File: src/rtl/pcs_tx_ordered_set_pkg.sv
// -----------------------------------------------------------------------------
// pcs_tx_ordered_set_pkg
//   Shared definitions for the PCS transmit ordered-set generator: xmit
//   encodings, ordered-set type codes, special code-group octets and the
//   transmit FSM state encoding (also used by the PCS receive stage).
// -----------------------------------------------------------------------------
package pcs_tx_ordered_set_pkg;

    // One-hot xmit control from the auto-negotiation block.
    typedef enum logic [2:0] {
        XMIT_IDLE   = 3'b001,
        XMIT_CONFIG = 3'b010,
        XMIT_DATA   = 3'b100
    } xmit_t;

    // Ordered-set type reported alongside each code-group.
    typedef enum logic [2:0] {
        OS_I = 3'd0,
        OS_S = 3'd1,
        OS_D = 3'd2,
        OS_T = 3'd3,
        OS_R = 3'd4,
        OS_V = 3'd5
    } os_t;

    // Special code-group octets (all sent with K flag set).
    localparam logic [7:0] K_28_5 = 8'hBC;  // comma, even half of /I/
    localparam logic [7:0] K_27_7 = 8'hFB;  // /S/ start of packet
    localparam logic [7:0] K_29_7 = 8'hFD;  // /T/ end of packet
    localparam logic [7:0] K_23_7 = 8'hF7;  // /R/ carrier extend
    localparam logic [7:0] K_30_7 = 8'hFE;  // /V/ error propagation

    // Transmit FSM states.
    typedef enum logic [2:0] {
        ST_TX_TEST_XMIT = 3'd0,
        ST_XMIT_DATA    = 3'd1,
        ST_TX_PACKET    = 3'd2,
        ST_EPD2         = 3'd3,
        ST_EPD3         = 3'd4
    } tx_state_t;

endpackage

File: src/rtl/pcs_tx_ordered_set.sv
// -----------------------------------------------------------------------------
// pcs_tx_ordered_set
//   PCS transmit ordered-set generator. Converts GMII TXD/TX_EN/TX_ER into one
//   code-group per GTX_CLK (ordered-set type, octet, K flag) for the 8b/10b
//   encoder, keeping /I/ pairs aligned to even positions and padding the
//   end-of-packet with one or two /R/ so idle always restarts on even.
//
// Ports
//   GTX_CLK        in   transmit clock, rising edge
//   mr_main_reset  in   asynchronous active-low reset
//   TXD[7:0]       in   GMII transmit data
//   TX_EN          in   GMII transmit enable
//   TX_ER          in   GMII transmit error
//   xmit[2:0]      in   one-hot IDLE / CONFIGURATION / DATA
//   tx_o_set[2:0]  out  ordered-set type of the current code-group
//   tx_octet[7:0]  out  code-group octet
//   tx_is_k        out  1 = special (K) code-group
//   tx_even        out  1 = current code-group is in an even position
//   transmitting   out  high from /S/ through the last /R/, to carrier sense
// -----------------------------------------------------------------------------
module pcs_tx_ordered_set
    import pcs_tx_ordered_set_pkg::*;
#(
    parameter logic [7:0] IDLE_D = 8'h50   // odd half of /I/ (D16.2 = /I2/)
) (
    input  logic       GTX_CLK,
    input  logic       mr_main_reset,
    input  logic [7:0] TXD,
    input  logic       TX_EN,
    input  logic       TX_ER,
    input  logic [2:0] xmit,
    output logic [2:0] tx_o_set,
    output logic [7:0] tx_octet,
    output logic       tx_is_k,
    output logic       tx_even,
    output logic       transmitting
);

    tx_state_t  state_q, state_d;
    os_t        os_d;
    logic [7:0] octet_d;
    logic       k_d;
    logic       trans_d;

    logic       next_even;   // parity of the code-group produced at this edge
    logic       xmit_data;
    logic       frame_start;
    tx_state_t  epd_exit;    // where the end-of-packet sequence returns to

    assign next_even   = ~tx_even;
    assign xmit_data   = (xmit == XMIT_DATA);
    assign frame_start = TX_EN & ~TX_ER;
    assign epd_exit    = xmit_data ? ST_XMIT_DATA : ST_TX_TEST_XMIT;

    always_comb begin
        // NOTE: every signal driven here gets a default first, so no branch can
        // leave one unassigned and infer a latch.
        state_d = state_q;
        os_d    = OS_I;
        octet_d = next_even ? K_28_5 : IDLE_D;   // /I/ half matching the position
        k_d     = next_even;
        trans_d = 1'b0;

        case (state_q)
            ST_TX_TEST_XMIT: begin
                // CONFIGURATION is unsupported: anything but DATA keeps idling.
                if (next_even && xmit_data) begin
                    state_d = ST_XMIT_DATA;
                end
            end

            ST_XMIT_DATA: begin
                if (xmit_data && frame_start && next_even) begin
                    // /S/ overwrites this cycle's preamble octet. A mid-pair start
                    // falls through to the default IDLE_D and /S/ lands one cycle
                    // later, costing one preamble octet.
                    os_d    = OS_S;
                    octet_d = K_27_7;
                    k_d     = 1'b1;
                    trans_d = 1'b1;
                    state_d = ST_TX_PACKET;
                end else if (next_even && !xmit_data) begin
                    state_d = ST_TX_TEST_XMIT;
                end
            end

            ST_TX_PACKET: begin
                trans_d = 1'b1;
                if (!TX_EN) begin
                    os_d    = OS_T;
                    octet_d = K_29_7;
                    k_d     = 1'b1;
                    state_d = ST_EPD2;
                end else if (TX_ER) begin
                    os_d    = OS_V;
                    octet_d = K_30_7;
                    k_d     = 1'b1;
                end else begin
                    os_d    = OS_D;
                    octet_d = TXD;
                    k_d     = 1'b0;
                end
            end

            ST_EPD2: begin
                os_d    = OS_R;
                octet_d = K_23_7;
                k_d     = 1'b1;
                trans_d = 1'b1;
                // An /R/ on an even position needs a second one to realign idle.
                state_d = next_even ? ST_EPD3 : epd_exit;
            end

            ST_EPD3: begin
                os_d    = OS_R;
                octet_d = K_23_7;
                k_d     = 1'b1;
                trans_d = 1'b1;
                state_d = epd_exit;
            end

            default: state_d = ST_TX_TEST_XMIT;
        endcase
    end

    always_ff @(posedge GTX_CLK or negedge mr_main_reset) begin
        if (!mr_main_reset) begin
            // NOTE: the output registers are reset along with the FSM because the
            // encoder consumes them directly; a stale code-group must not leak out.
            state_q      <= ST_TX_TEST_XMIT;
            tx_o_set     <= OS_I;
            tx_octet     <= 8'h00;
            tx_is_k      <= 1'b0;
            tx_even      <= 1'b0;
            transmitting <= 1'b0;
        end else begin
            // NOTE: non-blocking assignments so every register samples the
            // pre-edge values computed above, independent of statement order.
            state_q      <= state_d;
            tx_o_set     <= os_d;
            tx_octet     <= octet_d;
            tx_is_k      <= k_d;
            tx_even      <= next_even;
            transmitting <= trans_d;
        end
    end

endmodule

File: config.mk
export PLATFORM = sky130hd
export DESIGN_NAME = pcs_tx_ordered_set
export DESIGN_NICKNAME = d
export VERILOG_FILES = /design/src/rtl/pcs_tx_ordered_set_pkg.sv /design/src/rtl/pcs_tx_ordered_set.sv
export SDC_FILE = /design/constraint.sdc
export NUM_CORES = 1
export LEC_CHECK = 0
export BUFFER_PORTS_ARGS = -buffer_cell sky130_fd_sc_hd__buf_2
export CORE_ASPECT_RATIO = 0.8
export CORE_MARGIN = 2
export CORE_UTILIZATION = 51
export CTS_BUF_LIST = sky130_fd_sc_hd__clkbuf_16
export DETAILED_ROUTE_END_ITERATION = 16
export PLACE_DENSITY = 0.87
export SYNTH_ARGS = -nofsm -noshare
export SYNTH_HDL_FRONTEND = slang
export SYNTH_SLANG_ARGS = --single-unit
export TNS_END_PERCENT = 1
File: constraint.sdc
create_clock -name GTX_CLK -period 2.54 [get_ports GTX_CLK]
set_input_delay 0.127 -clock GTX_CLK [delete_from_list [all_inputs] [get_ports GTX_CLK]]
set_output_delay 0.127 -clock GTX_CLK [all_outputs]
set_load 0.01 [all_outputs]
# Word level (Yosys, flattened, before mapping)
# Index checks and enable logic that the tools add are counted.
[totals]
register_bits = 17
inputBits = 15
output_inout_bits = 14
word_cells = 48
[op_classes]
n_eq_ne = 8
muxes = 22
bitwise_logic = 3
n_reduce_logical = 9
[ops]
columns = ["cell", "count"]
rows = [
  ["$mux 8", 4],
  ["$pmux 8 s3", 1],
  ["$mux 3", 7],
  ["$pmux 3 s5", 1],
  ["$pmux 3 s3", 1],
  ["$eq 3x2->1 const B", 2],
  ["$eq 3x3->1 const B", 2],
  ["$mux 1", 6],
  ["$logic_and 1x1->1", 4],
  ["$ne 2x2->1 const B", 2],
  ["$eq 3x1->1 const B", 1],
  ["$logic_not 3->1", 1],
  ["$ne 3x3->1 const B", 1],
  ["$pmux 1 s3", 1],
  ["$reduce_and 3->1", 1],
  ["$reduce_or 3->1", 1],
  ["$not 1->1", 2],
  ["$pmux 1 s2", 1],
  ["$reduce_or 2->1", 1],
  ["$and 1x1->1", 1],
  ["$logic_not 1->1", 1],
]

# Longest topological paths before layout
# Gate-level depths: netlist of run 1.
[logic_depth]
word_depth = 6
ltp_mapped = 5
mapped_depth_nobuf = 3

# Worst setup path after synthesis of run 1
# Ideal clock, no wire load.
[synth_timing]
path_type = "flip-flop to flip-flop"
startpoint = "register state_q[2]"
endpoint = "register tx_octet[6]"
setup_time_ps = 137
t_arrival_ps = 1219
t_required_ps = 2403
slack_ps = 1183
stages_incl_launch_ff = 5
path_buffers = 1
synth_period_minus_slack_ps = 1357
cell_sequence = "dfrtp_1 > buf_6 > or4b_4 > o21ai_2 > o221ai_2"
[synth_via]
elab_chain_len = 3
word_cells_on_any_way = 6
cone_classes = "4 x eq/ne; 1 x mux; 1 x reduce/logical"
[synth_lines]
columns = ["element", "line", "source"]
rows = [
  ["from (decl)", "pcs_tx_ordered_set.sv:39", "tx_state_t state_q, state_d;"],
  ["from (signal assigned)", "pcs_tx_ordered_set.sv:139", "state_q <= state_d;"],
  ["$eq 3x3->1 or $eq 3x2->1 (tied branches)", "pcs_tx_ordered_set.sv:64", "case (state_q)"],
  ["$reduce_or 2->1 (no source line)", "--", ""],
  ["$pmux 8 s3 *", "pcs_tx_ordered_set.sv:64", ""],
  ["via octet_d[6]", "pcs_tx_ordered_set.sv:41", "logic [7:0] octet_d;"],
  ["to (signal assigned)", "pcs_tx_ordered_set.sv:141", "tx_octet <= octet_d;"],
  ["to (decl)", "pcs_tx_ordered_set.sv:33", "output logic [7:0] tx_octet,"],
]
# The timed path passes the listed nets; every way through them passes the cells marked *.
# A chain may end at the register's enable or synchronous reset.

# Final worst setup path of run 1
# Same ends and word-level chain as after synthesis.

==> results of run 1 <==
==> cells in the final DEF, fill, tap and decap left out, drive strengths merged, types with 2 or more instances in the layout <==
cell	n
nor3	3
inv	2
dfrtp	17
clkbuf	3
o221ai	3
o21ai	5
a22oi	2
nor2	4
nand2	6
nor2b	4
nand3	2
o211ai	3
nand2b	6
nor3b	3
buf	28
a21oi	8
==> through the flow <==
stage          setup WS [ps]  area [µm²]
3_3_place_gp            1038       972.2
4_1_cts                956.9        1062
6_report               931.0        1062
3_5_place_dp           976.3       972.2
2_1_floorplan           1183       838.3
5_1_grt                885.8        1062
==> where the power goes <==
group / internal (µW) / switching [µW]
sequential: 277 / 7.81
clock: 210 / 99.5
combinational: 25.7 / 29.9
==> cell usage after synthesis (2+ instances only) <==
master    number  share of area
dfrtp_1       17           0.51
a21oi_1        8          0.048
o211ai_1       3          0.027
nand3_1        2          0.012
inv_2          2         0.0090
a22oi_1        2          0.018
clkbuf_1       2         0.0090
buf_2          3          0.018
nor2_1         4          0.018
nand2_1        6          0.027
nand2b_1       6          0.045
o221ai_1       2          0.021
nor3_1         3          0.018
nor2b_1        4          0.030
nor3b_1        3          0.027
o21ai_1        4          0.024
==> flip-flops by register name, indices dropped and copies added, names as in the netlist <==
signal        cells
tx_o_set          3
tx_is_k           1
state_q           3
tx_even           1
transmitting      1
tx_octet          8
==> critical path, cell delays in order, from the launching register on <==
cell,delay [ps]
dfrtp_1,560
or4b_4,630
o21ai_2,160
o221ai_2,110
==> worst max path at each step <==
| stage | depth (start not counted) | start | slack (ps) | to |
|---|---|---|---|---|
| floorplan | 4 | state_q[2] | 1180 | tx_octet[6] |
| global placement | 3 | state_q[2] | 1040 | tx_octet[6] |
| detailed placement | 3 | state_q[2] | 980 | tx_octet[6] |
| CTS | 3 | state_q[2] | 960 | tx_octet[6] |
| global route | 3 | state_q[2] | 890 | tx_octet[6] |
| finish | 3 | state_q[2] | 930 | tx_octet[6] |
==> layout make-up <==
type	instances	area share
Clock buffer	3	0.07067
Clock inverter	1	0.004711
Inverter	2	0.007067
Multi-Input combinational cell	58	0.3498
Sequential cell	17	0.4005
Tap cell	22	0.02591
Timing Repair Buffer	29	0.1413
==> logic make-up (layout without fill, tap and decap cells) <==
group           after synthesis  count (layout)  share of synthesized area
simple gates                 31              31                     0.2164
compound gates               27              27                     0.2269
buf+inv                       8              35                    0.04925
flops                        17              17                     0.5075
==> per-layer routing <==
metal	track usage	wire, µm
met1	0.2667	781
met2	0.3649	887
met3	0.07090	165
met4	0.1214	36
met5	0	0
==> summary.md, run 1 <==
| Metric | Value |
|---|---|
| Fin Clk Skew | about 3.2 ps |
| Die Y | between 40 and 50 µm |
| Top-level port count | 29 |
| FP Rows | 13 |
| Worst hold path class | in -> reg |
| Worst path arrival time | between 1500 and 2000 ps |
| Post-synth ARST share | 1.000 |
| Fin crit period | approximately 1600 ps |
| DRT Pass-1 Iters | 5 |
| Total wire length | approximately 1900 µm |
| CTS tree | built |
| Vias in the first global route | 662 |
| Fmax | roughly 0.62 GHz |
| Crit path max fanout | 18 |
| Total CTS buffers | 3 |
| Slew headroom | 0.6488 |
| Initial antenna violation count | 0 |
| Max Root-Sink Buffers | 2 |
| CP endpoint kind | flip-flop |
| Reg2reg end | tx_octet[6] |
| Hold path cells | 2 |
| CP Launch Type | flip-flop |
| Syn nets | 98 |
| Slew Viols, Final | 0 |
| Resized cells post-CTS | 0 |
| Root Buffer | clkbuf_16 |
| Hold Slack | approximately 76 ps |
| Peak VDD IR | 0.0006419 V |
| Min-delay src | TXD[4] |
| Post-Syn Instances | 83 |
| GR Overflow Total | 0 |
| DR vias/cell | about 5.8 |
| Wirelength per Cell | about 14 µm |
| Area occupied by multi-input gates | between 300 and 400 µm² |
| P per Cell Area | 612.1 nW/µm² |
| Gr usage total | 0.2207 |
| Yosys warnings | 0 |
| CTS clk-pin slew, worst paths | about 50 ps |
| Critical Path RT | between 2000 and 3000 ps |
| Core ar. | 1578 µm² |
| Post-synthesis sequential area ratio | 0.5075 |
| Setup slack, reg-to-reg | approximately 930 ps |
| Crit Path Category | reg -> reg |
| CTS Hold Buffers Added | 1 |
| Worst-margin pin slew | 526.8 ps |
| Filler instances | 130 |
| Area of the mapped netlist | about 840 µm² |
| GP Congestion | between 0.7 and 0.8 |
| Starting DRT DRC Count | 34 |
| #FFs+latches synth | 17 |
| Area Growth Syn to Fin | 26.72% |
| Post-DP HPWL | around 1300 µm |
| Post-CTS Setup Bufs | 0 |
| Synth Flop Type | dfrtp_1 |
| Die area | a little under 2000 µm² |
| # H-tree levels | 1 |
| Initial Util | 0.5313 |
| Chip width | ~49 µm |
| Register area | 425.4 µm² |
| Status | completed |
| R2r startpoint | state_q[2] |
| Unrepaired setup endpoints after global routing | false |
| Wire length of the first global-routing pass | between 3000 and 4000 µm |
| Yosys cell types | 28 |
| FF-to-FF path depth | 3 |
| Antenna-violating nets left | 0 |
| Share of layout cells above drive strength 1 | 0.3455 |
| Finished Core Util | 0.6733 |
| Max_cap viols | 0 |
| Number of diodes | 0 |
| Final Cycle Share | 0.6335 |
| Final hold vios | 0 |
| Final nets | 126 |
| Residual DRC | 0 |
| Clk Latency, worst-skew pair | 250 ps |
| Final setup viols | 0 |
| Non-Filler Instances | around 130 |
| Largest net degree at the start of global routing | 19 |
| Mapped Avg Cell Area | slightly above 10 µm² |
| Port bufs | 28 |
| Fin Setup TNS | 0 ps |
| Via count | between 700 and 800 |
| Worst hold endpoint | tx_octet[4] |
| Post-synth EDFFs | 0 |
| Leakage | between 0.0004 and 0.0005 µW |
| Clk sinks | 17 |
| Final Power | 650.2 µW |
| Inst Count DP | between 100 and 150 |
No activity file was read; power rests on OpenSTA's default activity.
==> run 2: changes to the inputs <==
--- a/config.mk
+++ b/config.mk
@@ -5,13 +5,14 @@
 export SDC_FILE = /design/constraint.sdc
 export NUM_CORES = 1
 export LEC_CHECK = 0
+export ABC_AREA = 1
 export BUFFER_PORTS_ARGS = -buffer_cell sky130_fd_sc_hd__buf_2
 export CORE_ASPECT_RATIO = 0.8
 export CORE_MARGIN = 2
-export CORE_UTILIZATION = 51
+export CORE_UTILIZATION = 46
 export CTS_BUF_LIST = sky130_fd_sc_hd__clkbuf_16
 export DETAILED_ROUTE_END_ITERATION = 16
-export PLACE_DENSITY = 0.87
+export PLACE_DENSITY = 0.81
 export SYNTH_ARGS = -nofsm -noshare
 export SYNTH_HDL_FRONTEND = slang
 export SYNTH_SLANG_ARGS = --single-unit
==> constraint.sdc (replaced) <==
create_clock -name GTX_CLK -period 1.51 [get_ports GTX_CLK]
set_input_delay 0.0755 -clock GTX_CLK [delete_from_list [all_inputs] [get_ports GTX_CLK]]
set_output_delay 0.0755 -clock GTX_CLK [all_outputs]
set_load 0.01 [all_outputs]
==> summary.md, run 2 <==
| Metric | Value |
|---|---|
| Area Growth Syn to Fin | 32.75% |
| CTS clk-pin slew, worst paths | roughly 50 ps |
| Via count | approximately 700 |
| Fmax | 0.7838 GHz |
| Main area contributors after synthesis | dfrtp_1, nand2_1, nand3_1 |
| Most frequent cell after synthesis | nand2_1 |
| Max Root-Sink Buffers | 2 |
| Design Area, Final | just over 1000 µm² |
| Yosys warnings | 0 |
| Post-synth top cells | nand2_1, dfrtp_1, inv_1 |
| Final hold vios | 0 |
| Synth Flop Type | dfrtp_1 |
| Slew Viols, Final | 0 |
| CTS tree | built |
| Worst path arrival time | approximately 1400 ps |
| Total CTS buffers | 3 |
| Core ar. | about 1600 µm² |
| Root Buffer | clkbuf_16 |
| Clk sinks | 17 |
| DRT Pass-1 Iters | 4 |
| Post-CTS Setup Bufs | 0 |
| Vias in the first global route | between 500 and 600 |
| #FFs+latches synth | 17 |
| Post-Syn Instances | 90 |
| Starting DRT DRC Count | 18 |
| Post-synth ARST share | 1.000 |
| Share of layout cells above drive strength 1 | 0.3496 |
| Fin Setup TNS | 0 ps |
| Gr usage total | 0.1868 |
| # H-tree levels | 1 |
| Yosys top cell area share | 0.5431 |
| Area of the mapped netlist | 783.3 µm² |
| Wire length of the first global-routing pass | approximately 2600 µm |
| DR vias/cell | 4.917 |
| Crit Path Category | reg -> reg |
| Highest-count cells in the layout ignoring fill and taps | buf_2, nand2_1, dfrtp_1, inv_1 |
| Yosys cell types | 19 |
| Yosys top cell by area | dfrtp_1 |
| Fin crit period | roughly 1300 ps |
| Die area | between 2000 and 2500 µm² |
| Residual DRC | 0 |
| Syn nets | around 110 |
| Post-DP HPWL | between 1000 and 1500 µm |
| Leakage | 0.0005853 µW |
| Unrepaired setup endpoints after global routing | false |
| Commonest non-fill, non-tap cell in the layout | buf_2 |
| Initial Util | 0.4864 |
| Crit path max fanout | 8 |
| Final Cycle Share | 0.8449 |
| Wirelength per Cell | 11.70 µm |
| Final nets | approximately 140 |
| Slew headroom | 0.7461 |
| Biggest regs | tx_octet (8), state_q (3), tx_o_set (3) |
| Critical Path RT | ~1700 ps |
| GP Congestion | roughly 0.82 |
| Post-DP Area | 950.9 µm² |
| Largest net degree at the start of global routing | 18 |
| Filler instances | ~140 |
| Most flops, register | tx_octet |
| Number of diodes | 0 |
| Initial antenna violation count | 0 |
| Post-synthesis sequential area ratio | 0.5431 |
| Die Y | 40.91 µm |
| Top-level port count | 29 |
| Total wire length | ~1700 µm |
| Worst hold path class | in -> reg |
| Final setup viols | 0 |
| Fin Clk Skew | 2.655 ps |
| CP Launch Type | flip-flop |
| GR Overflow Total | 0 |
| Mapped Avg Cell Area | 8.703 µm² |
| Antenna-violating nets left | 0 |
| Resized cells post-CTS | 0 |
| Port bufs | 28 |
| Worst-margin pin slew | between 300 and 400 ps |
| Max_cap viols | 0 |
| Clk Latency, worst-skew pair | around 250 ps |
| Status | completed |
| Post-synth EDFFs | 0 |
| CP endpoint kind | flip-flop |
| P per Cell Area | about 1300 nW/µm² |
| Peak VDD IR | between 0.0008 and 0.0009 V |
| Largest register FFs | 8 |
| FP Rows | 13 |
| Chip width | around 50 µm |
run 2: cell count changes after synthesis, sizes merged, moves of 4 or more:
| cell | before | now |
|---|---|---|
| nand2 | 6 | 21 |
| inv | 2 | 15 |
| nand3 | 2 | 12 |
| nor2 | 4 | 12 |
| a21oi | 8 | 2 |
| nand2b | 6 | 0 |
| buf | 4 | 0 |
| nor2b | 4 | 0 |
run 2: what timing repair did:
item / 4_1_cts / 5_1_grt
hold buffers: 1 / 0
hold endpoints to repair: 17 / 0
setup endpoints to repair: 0 / 0
run 2: where the power goes:
part | switching (µW) | total (µW) | leakage, µW | internal (µW)
logic | 191 | 314 | 0.000336 | 123
clock network | 162 | 513 | 0.0000423 | 351
registers | 32.9 | 566 | 0.000207 | 533
total | 386 | 1390 | 0.000585 | 1010
run 2: metal layers:
layer  track usage  wire [µm]  share of wire
met3       0.04380         94          0.055
met1        0.2426        776           0.46
met5             0          0              0
met4        0.1250         47          0.028
met2        0.2862        778           0.46
run 2: critical path: stages (launching register included):
cell and delay (ps):
dfrtp_1 390, inv_2 100, nand3_2 180, inv_4 160, nand2_1 90, nand2_1 100
inv_1 40, nand3_1 70, nand2_1 50
run 2: final timing paths:
kind                               start      endpoint  slack [ps]  cells after the start
min reg2reg                      tx_even    state_q[2]         520                      1
min in group asynchronous  mr_main_reset   tx_o_set[0]         280                      2
max                           state_q[2]    state_q[0]         230                      8
max reg2reg                   state_q[2]    state_q[0]         230                      8
max in group asynchronous  mr_main_reset  transmitting         950                      2
min                               TXD[4]   tx_octet[4]          20                      3
run 2: cell families (layout without fill, tap and decap cells):
logic type,Yosys count,in the layout,share of synthesized area
AND/OR/NAND/NOR,49,49,0.3163
AO/OA/AOI/OAI,9,9,0.06548
flip-flops,17,17,0.5431
buffers and inverters,15,48,0.07508
run 2: final cells by class:
type,count,area [µm²],area share
clock buffer,3,75.07,0.07220
multi-input combinational,58,299.0,0.2876
tap,22,27.53,0.02647
inverter,15,58.81,0.05656
clock inverter,1,3.754,0.003610
timing repair buffer,29,150.1,0.1444
sequential,17,425.4,0.4091
run 2: per-stage QoR:
| step | util | instances | setup WS (ps) | total power [µW] | hold WS [ps] |
|---|---|---|---|---|---|
| floorplan | - | 90 | 405.8 | 759.1 | -220.1 |
| global placement | 0.5905 | 140 | 343.7 | 875.3 | 3.199 |
| detailed placement | 0.5905 | 140 | 288.7 | 882.9 | 11.44 |
| CTS | 0.6457 | 145 | 235.9 | 1403 | 23.18 |
| global route | 0.6457 | 145 | 166.1 | 1478 | 39.60 |
| finish | 0.6457 | 145 | 234.2 | 1394 | 22.88 |
==> run 3: changes to the inputs <==
--- a/config.mk
+++ b/config.mk
@@ -9,10 +9,10 @@
 export BUFFER_PORTS_ARGS = -buffer_cell sky130_fd_sc_hd__buf_2
 export CORE_ASPECT_RATIO = 0.8
 export CORE_MARGIN = 2
-export CORE_UTILIZATION = 46
+export CORE_UTILIZATION = 42
 export CTS_BUF_LIST = sky130_fd_sc_hd__clkbuf_16
 export DETAILED_ROUTE_END_ITERATION = 16
-export PLACE_DENSITY = 0.81
+export PLACE_DENSITY = 0.78
 export SYNTH_ARGS = -nofsm -noshare
 export SYNTH_HDL_FRONTEND = slang
 export SYNTH_SLANG_ARGS = --single-unit
==> constraint.sdc (replaced) <==
create_clock -name GTX_CLK -period 1.1 [get_ports GTX_CLK]
set_input_delay 0.055 -clock GTX_CLK [delete_from_list [all_inputs] [get_ports GTX_CLK]]
set_output_delay 0.055 -clock GTX_CLK [all_outputs]
set_load 0.01 [all_outputs]
==> summary.md, run 3 (synthesized netlist as in run 2, its figures left out) <==
| Metric | Value |
|---|---|
| Clock network fraction of total power | 0.343 |
| Switching Power | approximately 630 µW |
| Final hold vios | 0 |
| Unrepaired setup endpoints after global routing | true |
| CTS clk-pin slew, worst paths | roughly 50 ps |
| Final Power | ~2100 µW |
| Wire length of the first global-routing pass | between 2000 and 3000 µm |
| Clk sinks | 17 |
| Most flops, register | tx_octet |
| Sw Share | 0.3008 |
| CP startpoint | state_q[1] |
| R2r startpoint | state_q[1] |
| Fmax | about 0.84 GHz |
| Crit path max-delay family | simple AND/OR/NAND/NOR gates |
| Slew headroom | 0.7559 |
| Share of layout cells above drive strength 1 | 0.5000 |
| Vias in the first global route | roughly 620 |
| Crit path max fanout | 5 |
| Final Cycle Share | 1.082 |
| Final nets | around 150 |
| Highest-count cells in the layout ignoring fill and taps | buf_2, nand2_1, dfrtp_1, inv_1, nor2_1 |
| Fin crit period | 1190 ps |
| P per Cell Area | around 1800 nW/µm² |
| Crit Path Category | reg -> reg |
| Worst hold path class | in -> reg |
| FF-to-FF path depth | 8 |
| Peak VDD IR | roughly 0.0015 V |
| GR Overflow Total | 0 |
| CTS tree | built |
| Wirelength per Cell | 13.54 µm |
| Sequential group share of total power | 0.380 |
| Via count | 780 |
| Biggest regs | tx_octet (8), state_q (3), tx_o_set (3) |
| Failing checks | negative setup slack |
| Starting DRT DRC Count | 24 |
| Initial Util | 0.4630 |
| Critical Path RT | ~1200 ps |
| Setup slack, reg-to-reg | -90 ps |
| Final setup viols | 11 |
| Status | finished, violations left |
| Gr usage total | 0.1852 |
| Crit-path max cell delay | approximately 470 ps |
| DR vias/cell | about 5 |
| Core ar. | approximately 1700 µm² |
| Chip width | 52.28 µm |
| Antenna-violating nets left | 0 |
| GP Congestion | 0.8823 |
| Port bufs | 28 |
| Number of diodes | 0 |
| Total CTS buffers | 3 |
| Commonest non-fill, non-tap cell in the layout | buf_2 |
| Slew Viols, Final | 0 |
| # H-tree levels | 1 |
| Leakage | around 0.00064 µW |
| CP Launch Type | flip-flop |
| Max_cap viols | 0 |
| Fin Clk Skew | roughly 2.9 ps |
| DRT Pass-1 Iters | 4 |
| Die Y | approximately 43 µm |
| CP max stage cell | dfrtp_2 |
| Die area | roughly 2200 µm² |
| Gate power share | 0.278 |
| Reg2reg end | state_q[0] |
| Top-level port count | 29 |
| Largest register FFs | 8 |
| Post-DP HPWL | between 1000 and 1500 µm |
| Hold Slack | around 2.5 ps |
| Total wire length | 2085 µm |
| Hold path cells | 3 |
| CP Depth | 8 |
| Largest net degree at the start of global routing | 18 |
| CP bufs+invs | 2 |
| Initial antenna violation count | 0 |
| Worst path arrival time | about 1300 ps |
| CP cell instances | nor2_4 > nand2_1 > inv_1 > nand2_1 > nand2_2 > inv_1 > nand3_1 > nand2_1 |
| FP Rows | 13 |
| Worst-margin pin slew | between 300 and 400 ps |
| Max Root-Sink Buffers | 2 |
| Clk Latency, worst-skew pair | around 250 ps |
| Final WS setup | -89.85 ps |
| CP Capture Point | state_q[0] |
| CP endpoint kind | flip-flop |
| Residual DRC | 0 |
| Top cell by count, worst path | nand2_1 |
| Root Buffer | clkbuf_16 |
| Area Growth Syn to Fin | 53.19% |
| Int Pwr | between 1000 and 1500 µW |
## run 3: worst min-delay path by stage
stage | start | end | slack (ps)
final | TXD[4] | tx_octet[4] | 3
after global routing | TXD[4] | tx_octet[4] | 30
after CTS | TXD[4] | tx_octet[4] | 10
after detailed placement | mr_main_reset | tx_o_set[0] | -6
after global placement | mr_main_reset | tx_octet[1] | -10
after floorplan | mr_main_reset | state_q[0] | -240
## run 3: cell type report
type                    count  area [µm²]
well taps                  22       27.53
flip-flops and latches     17       427.9
fillers                   143       491.7
repair buffers             38       225.2
inverters                  15       61.31
clock buffers               3       75.07
clock inverters             1       5.005
multi-input cells          58       377.9
## run 3: through the flow
step / setup TNS (ps) / utilization / area [µm²] / instances / worst slack [ps]
finish: -506.3 / 0.7093 / 1200 / 154 / -89.85
global route: -1163 / 0.7093 / 1200 / 154 / -140.8
CTS: -315.3 / 0.6612 / 1119 / 152 / -50.00
detailed placement: -666.7 / 0.5976 / 1011 / 147 / -86.55
global placement: -454.7 / 0.5976 / 1011 / 147 / -75.00
floorplan: 0 / - / 790.8 / 90 / 26.07
## run 3: per-layer routing
metal	track usage	vias to the layer above	routed length, µm
met5	0	-	0
met4	0.07692	0	25
met3	0.06429	4	156
met2	0.2625	47	1066
met1	0.2545	358	836
li1	-	371	-
## run 3: power by group through the flow
stage	clock network, µW	logic, µW	registers [µW]
2_1_floorplan	0	208	843
6_report	723	586	801
4_1_cts	726	516	787
3_3_place_gp	0	491	782
5_1_grt	768	627	818
3_5_place_dp	0	503	784
## run 3: worst register-to-register path, delay by kind of cell (launching register included)
| kind | cells | cell delay (ps) |
|---|---|---|
| buffers and inverters | 2 | 110 |
| AND/OR/NAND/NOR | 6 | 500 |
| flip-flops | 1 | 470 |
## run 3: repair_timing
action,CTS,global route
endpoints found under the hold margin,17,0
pin swaps,3,8
setup buffers,0,2
gates resized for setup,7,18
endpoints found under the setup margin,12,13
hold buffers,1,0
